==> config.mk <==
export PLATFORM = sky130hd
export DESIGN_NAME = unsigned_divide
export DESIGN_NICKNAME = d
export VERILOG_FILES = /design/src/rtl/unsigned_divide.sv
export SDC_FILE = /design/constraint.sdc
export NUM_CORES = 1
export LEC_CHECK = 0
export BUFFER_PORTS_ARGS = -buffer_cell sky130_fd_sc_hd__buf_4
export CAP_MARGIN = 0
export CORE_MARGIN = 10
export CORE_UTILIZATION = 50
export DETAILED_ROUTE_END_ITERATION = 10
export GPL_TIMING_DRIVEN = 0
export MAX_ROUTING_LAYER = met4
export PLACE_DENSITY = 0.71
export SLEW_MARGIN = 25
export SYNTH_ARGS = -nofsm -noshare
export SYNTH_HDL_FRONTEND = slang
export SYNTH_SLANG_ARGS = --single-unit
==> constraint.sdc <==
create_clock -name clock0 -period 3.91 [get_ports clock0]
set_input_delay 0.1955 -clock clock0 [delete_from_list [all_inputs] [get_ports clock0]]
set_output_delay 0.1955 -clock clock0 [all_outputs]
set_load 0.02 [all_outputs]
==> src/rtl/unsigned_divide.sv <==
// Sequential restoring unsigned divider: one quotient bit per cycle, MSB first,
// with valid/ready handshakes on the operand and result sides.
module unsigned_divide #(
  parameter int N_WIDTH = 10,
  parameter int D_WIDTH = 5
) (
  input  logic               clock0,
  input  logic               reset,
  input  logic               in_valid,
  output logic               in_ready,
  input  logic [N_WIDTH-1:0] dividend,
  input  logic [D_WIDTH-1:0] divisor,
  output logic               out_valid,
  input  logic               out_ready,
  output logic [N_WIDTH-1:0] quotient,
  output logic [D_WIDTH-1:0] remainder,
  output logic               div_by_zero
);

  localparam int CNT_W = (N_WIDTH > 1) ? $clog2(N_WIDTH) : 1;

  typedef enum logic [1:0] {
    IDLE = 2'd0,
    CALC = 2'd1,
    DONE = 2'd2
  } state_t;

  state_t             state_reg, state_next;
  logic [N_WIDTH-1:0] dvd_reg, dvd_next;
  logic [D_WIDTH-1:0] dsr_reg, dsr_next;
  logic [D_WIDTH:0]   partial_reg, partial_next;
  logic [N_WIDTH-1:0] quot_work_reg, quot_work_next;
  logic [CNT_W-1:0]   count_reg, count_next;
  logic [N_WIDTH-1:0] quotient_reg, quotient_next;
  logic [D_WIDTH-1:0] remainder_reg, remainder_next;
  logic               dbz_reg, dbz_next;

  // Trial subtraction of the divisor from the shifted partial remainder.
  logic [D_WIDTH+1:0] shifted;
  logic [D_WIDTH:0]   divisor_ext;
  logic [D_WIDTH:0]   diff;
  logic [D_WIDTH+1:0] borrow;
  logic               fits;
  logic [D_WIDTH:0]   partial_step;
  logic [N_WIDTH-1:0] quot_step;

  assign shifted     = {partial_reg, dvd_reg[N_WIDTH-1]};
  assign divisor_ext = {1'b0, dsr_reg};
  assign borrow[0]   = 1'b0;

  generate
    for (genvar gi = 0; gi <= D_WIDTH; gi++) begin : g_sub
      assign diff[gi]     = shifted[gi] ^ divisor_ext[gi] ^ borrow[gi];
      assign borrow[gi+1] = (~shifted[gi] & divisor_ext[gi]) |
                            (~(shifted[gi] ^ divisor_ext[gi]) & borrow[gi]);
    end
  endgenerate

  // A set top bit means the shifted value already exceeds any D_WIDTH divisor.
  assign fits         = shifted[D_WIDTH+1] | ~borrow[D_WIDTH+1];
  assign partial_step = fits ? diff : shifted[D_WIDTH:0];
  assign quot_step    = (quot_work_reg << 1) | N_WIDTH'(fits);

  always_ff @(posedge clock0) begin
    if (reset) begin
      state_reg     <= IDLE;
      dvd_reg       <= '0;
      dsr_reg       <= '0;
      partial_reg   <= '0;
      quot_work_reg <= '0;
      count_reg     <= '0;
      quotient_reg  <= '0;
      remainder_reg <= '0;
      dbz_reg       <= 1'b0;
    end else begin
      state_reg     <= state_next;
      dvd_reg       <= dvd_next;
      dsr_reg       <= dsr_next;
      partial_reg   <= partial_next;
      quot_work_reg <= quot_work_next;
      count_reg     <= count_next;
      quotient_reg  <= quotient_next;
      remainder_reg <= remainder_next;
      dbz_reg       <= dbz_next;
    end
  end

  always_comb begin
    state_next     = state_reg;
    dvd_next       = dvd_reg;
    dsr_next       = dsr_reg;
    partial_next   = partial_reg;
    quot_work_next = quot_work_reg;
    count_next     = count_reg;
    quotient_next  = quotient_reg;
    remainder_next = remainder_reg;
    dbz_next       = dbz_reg;

    case (state_reg)
      IDLE: begin
        if (in_valid) begin
          dvd_next = dividend;
          dsr_next = divisor;
          if (divisor == '0) begin
            quotient_next  = '1;
            remainder_next = '0;
            dbz_next       = 1'b1;
            state_next     = DONE;
          end else begin
            partial_next   = '0;
            quot_work_next = '0;
            count_next     = CNT_W'(N_WIDTH - 1);
            state_next     = CALC;
          end
        end
      end
      CALC: begin
        dvd_next       = dvd_reg << 1;
        partial_next   = partial_step;
        quot_work_next = quot_step;
        if (count_reg == '0) begin
          quotient_next  = quot_step;
          remainder_next = partial_step[D_WIDTH-1:0];
          dbz_next       = 1'b0;
          state_next     = DONE;
        end else begin
          count_next = count_reg - 1'b1;
        end
      end
      DONE: begin
        if (out_ready) state_next = IDLE;
      end
      default: state_next = IDLE;
    endcase
  end

  assign in_ready    = (state_reg == IDLE);
  assign out_valid   = (state_reg == DONE);
  assign quotient    = quotient_reg;
  assign remainder   = remainder_reg;
  assign div_by_zero = dbz_reg;

endmodule

==> results.yml <==
grt:
  overflow: 0
  antenna_found_initial: 0
  grt_pass1_vias: 1626
  grt_max_degree: 19
  grt_pass1_wl_mm: 7.65
  grt_usage_pct: 12.7
clocking:
  clock-root-buffer: "clkbuf_8"
  cts_tree: "done"
  cts_max_level: 2
  numCtsBuffers: 5
  cts-resized-gates: 0
  clk_latency_ns: 0.31
  postCtsHoldBufs: 0
  clk_pin_slew_worst_paths_ns: 0.09
  cts.sinks: 52
  clockBufferDepth: 2
  cts_setup_buffers: 0
hold_path:
  hp-start: "dividend[0]"
  hold_end: "dvd_reg[0]"
  holdPathStages: 3
  hp-class: "input port to flip-flop"
synth:
  syn_nets: 248
  async_reset_ff_share_pct: 0
  synth_top_area_share_pct: 46.1
  yosys_warnings: 0
  ys_ff_latch: 52
  synth-edff-count: 0
  yosys_most_used_dff: "dfxtp_1"
  syn_area_um2: 2260
  yosysSeqAreaShare_pct: 46.1
  synth_largest_area_cell: "dfxtp_1"
  synthCells: 221
  synth_area_per_cell_um2: 10.2
  synth_area_leaders: "dfxtp_1 (46%), a211oi_1 (5.0%), o221a_2 (5.0%)"
  synth.distinct_cells: 38
setup_path:
  crit_path_max_fanout: 10
  r2r_slack_ns: 0.58
  path_cells: "inv_1 -> ha_1 -> fa_1 -> fa_1 -> fa_1 -> fa_1 -> ha_1 -> or2b_2 -> clkbuf_8 -> nor2_1 -> a211oi_1 -> mux2_2"
  cp.arrival_ns: 3.58
  crit_type: "flip-flop to flip-flop"
  required_ns: 4.17
  slowest_delay_ns: 0.40
  cp-startpoint: "dvd_reg[9]"
  cp-end-kind: "flip-flop"
  reg2reg_depth: 12
  cp_num_buf_inv: 2
  start_kind: "flip-flop"
  r2r_start: "dvd_reg[9]"
  crit_family: "adder cells"
  cp_num_cells: 12
  crit_top_cell: "fa_1"
  cpMaxStageDelayCell: "fa_1"
  worstReg2RegEnd: "remainder[4]"
cells_and_area:
  nets: 290
  drive_gt1_share_pct: 28.0
  area_growth_pct: 18.7
  num_antenna_cells: 0
placement:
  gp_congestion: 0.764
  hpwl_mm: 3.45
  portBuffers: 35
sta:
  grt_setup_unrepaired: "no"
  setup_violations: 0
  relSlewSlack_pct: 64.9
  min_period_ns: 3.33
  tns_ns: 0
  finalMaxSlewViolations: 0
  fmax_mhz: 301
  hold_viol_final: 0
  tightestPinTransition_ns: 0.525
  skew_ns: 0.00954
  finalCritPeriodShare_pct: 85.1
status:
  outcome: "finished, final reports clean"
floorplanning:
  fp.dieW_um: 87.2
  die_height_um: 87.2
  fp.coreArea_um2: 4350
  start_util_pct: 51.9
  die_area_um2: 7600
  io_pins: 37
  row_count: 24
power_and_ir_drop:
  ir_drop_mv: 0.236
  p_leak_uw: 0.00118
  p_per_area_nw_per_um2: 506
  total_power_uw: 1360
run:
  maxCapViolations: 0
drt:
  post-route-drc-count: 0
  vias: 1699
  drt-total-wl_mm: 4.55
  wire_per_inst_um: 14.4
  drtAntennaViolNets: 0
  vias_per_cell: 5.38
  drtPass1Iterations: 4
  drt_iter0_drc: 100
[Yosys cell counts (5+ instances only)]
library cell / instances
a21o_1: 5
a21oi_1: 10
mux2_2: 5
a211oi_1: 15
nor2_1: 21
dfxtp_1: 52
mux2i_1: 9
inv_1: 9
o21ai_0: 5
clkbuf_1: 5
o221a_2: 10
nor2b_1: 9
a22o_1: 9
nand2_1: 14
[final cells by class]
class                           instances  area [um2]
Clock inverter                          3        25.0
Buffer                                 14        92.6
Multi-Input combinational cell        146        1090
Clock buffer                            5        68.8
Inverter                                9        33.8
Sequential cell                        52        1040
Fill cell                             395        1670
Tap cell                               52        65.1
Timing Repair Buffer                   35         263
[cell families (layout without fill, tap and decap cells)]
logic type                 count (synthesis)  after routing  share of synthesized area, %
adders and majority gates                  8              8                          5.76
muxes                                     14             14                          6.48
DFF                                       52             52                          46.1
AOI/OAI and AO/OA                         61             61                          22.1
buffers and inverters                     23             66                          5.60
and+or+nand+nor                           63             63                          14.0
[layer usage]
| layer | share of wire [%] | GRT usage [%] | vias up |
|---|---|---|---|
| met5 | 0 | - | - |
| met1 | 48 | 16.3 | 792 |
| met4 | 0.75 | 3.48 | 0 |
| met2 | 46 | 18.6 | 37 |
| li1 | - | - | 866 |
| met3 | 5.8 | 4.21 | 4 |
[stage by stage]
stage	cell area (um2)	util, %	worst slack (ns)	hold slack, ns	instances
6_report	2680	61.6	0.583	0.116	316
5_1_grt	2680	61.6	0.371	0.107	316
4_1_cts	2680	61.6	0.562	0.108	316
3_5_place_dp	2590	59.4	0.589	0.431	308
3_3_place_gp	2590	59.4	0.632	0.423	308
2_1_floorplan	2260	-	0.869	0.331	221
[cells in the final DEF (no fill, tap or decap), types with 2 or more instances in the layout]
master,netlist,layout
buf_6,2,2
nor2b_1,9,9
a21oi_1,10,10
ha_1,4,4
a22o_1,9,9
and2_1,2,2
dfxtp_1,52,52
mux2i_1,9,9
or3_1,2,2
clkbuf_1,5,5
mux2_2,5,5
inv_6,0,2
fa_1,4,4
a21o_1,5,5
clkbuf_8,2,7
buf_4,0,35
nor2_1,21,21
o21ba_2,2,2
nand2_1,14,14
a211oi_1,15,15
inv_1,9,9
buf_2,4,4
nand2b_1,3,3
o21ai_0,5,5
nor3_1,4,4
o221a_2,10,10
[how the worst max path moves through the flow]
stage	slack, ns	endpoint
floorplan	0.87	remainder[3]
global placement	0.63	remainder[3]
detailed placement	0.59	remainder[4]
CTS	0.56	remainder[4]
global route	0.37	remainder[4]
finish	0.58	remainder[4]
[where the power goes]
| part | switching, uW | leakage, uW | internal [uW] |
|---|---|---|---|
| Sequential | 45.5 | 0.000425 | 594 |
| Clock | 183 | 0.0000452 | 131 |
| Combinational | 214 | 0.000708 | 190 |
[worst register-to-register path: stages (launching register included)]
cell and delay (ns):
dfxtp_1 0.37, inv_1 0.05, ha_1 0.21, fa_1 0.39
fa_1 0.39, fa_1 0.40, fa_1 0.39, ha_1 0.20
or2b_2 0.21, clkbuf_8 0.17, nor2_1 0.05, a211oi_1 0.25
mux2_2 0.21
Note: power is estimated with default switching activity, not from simulation.
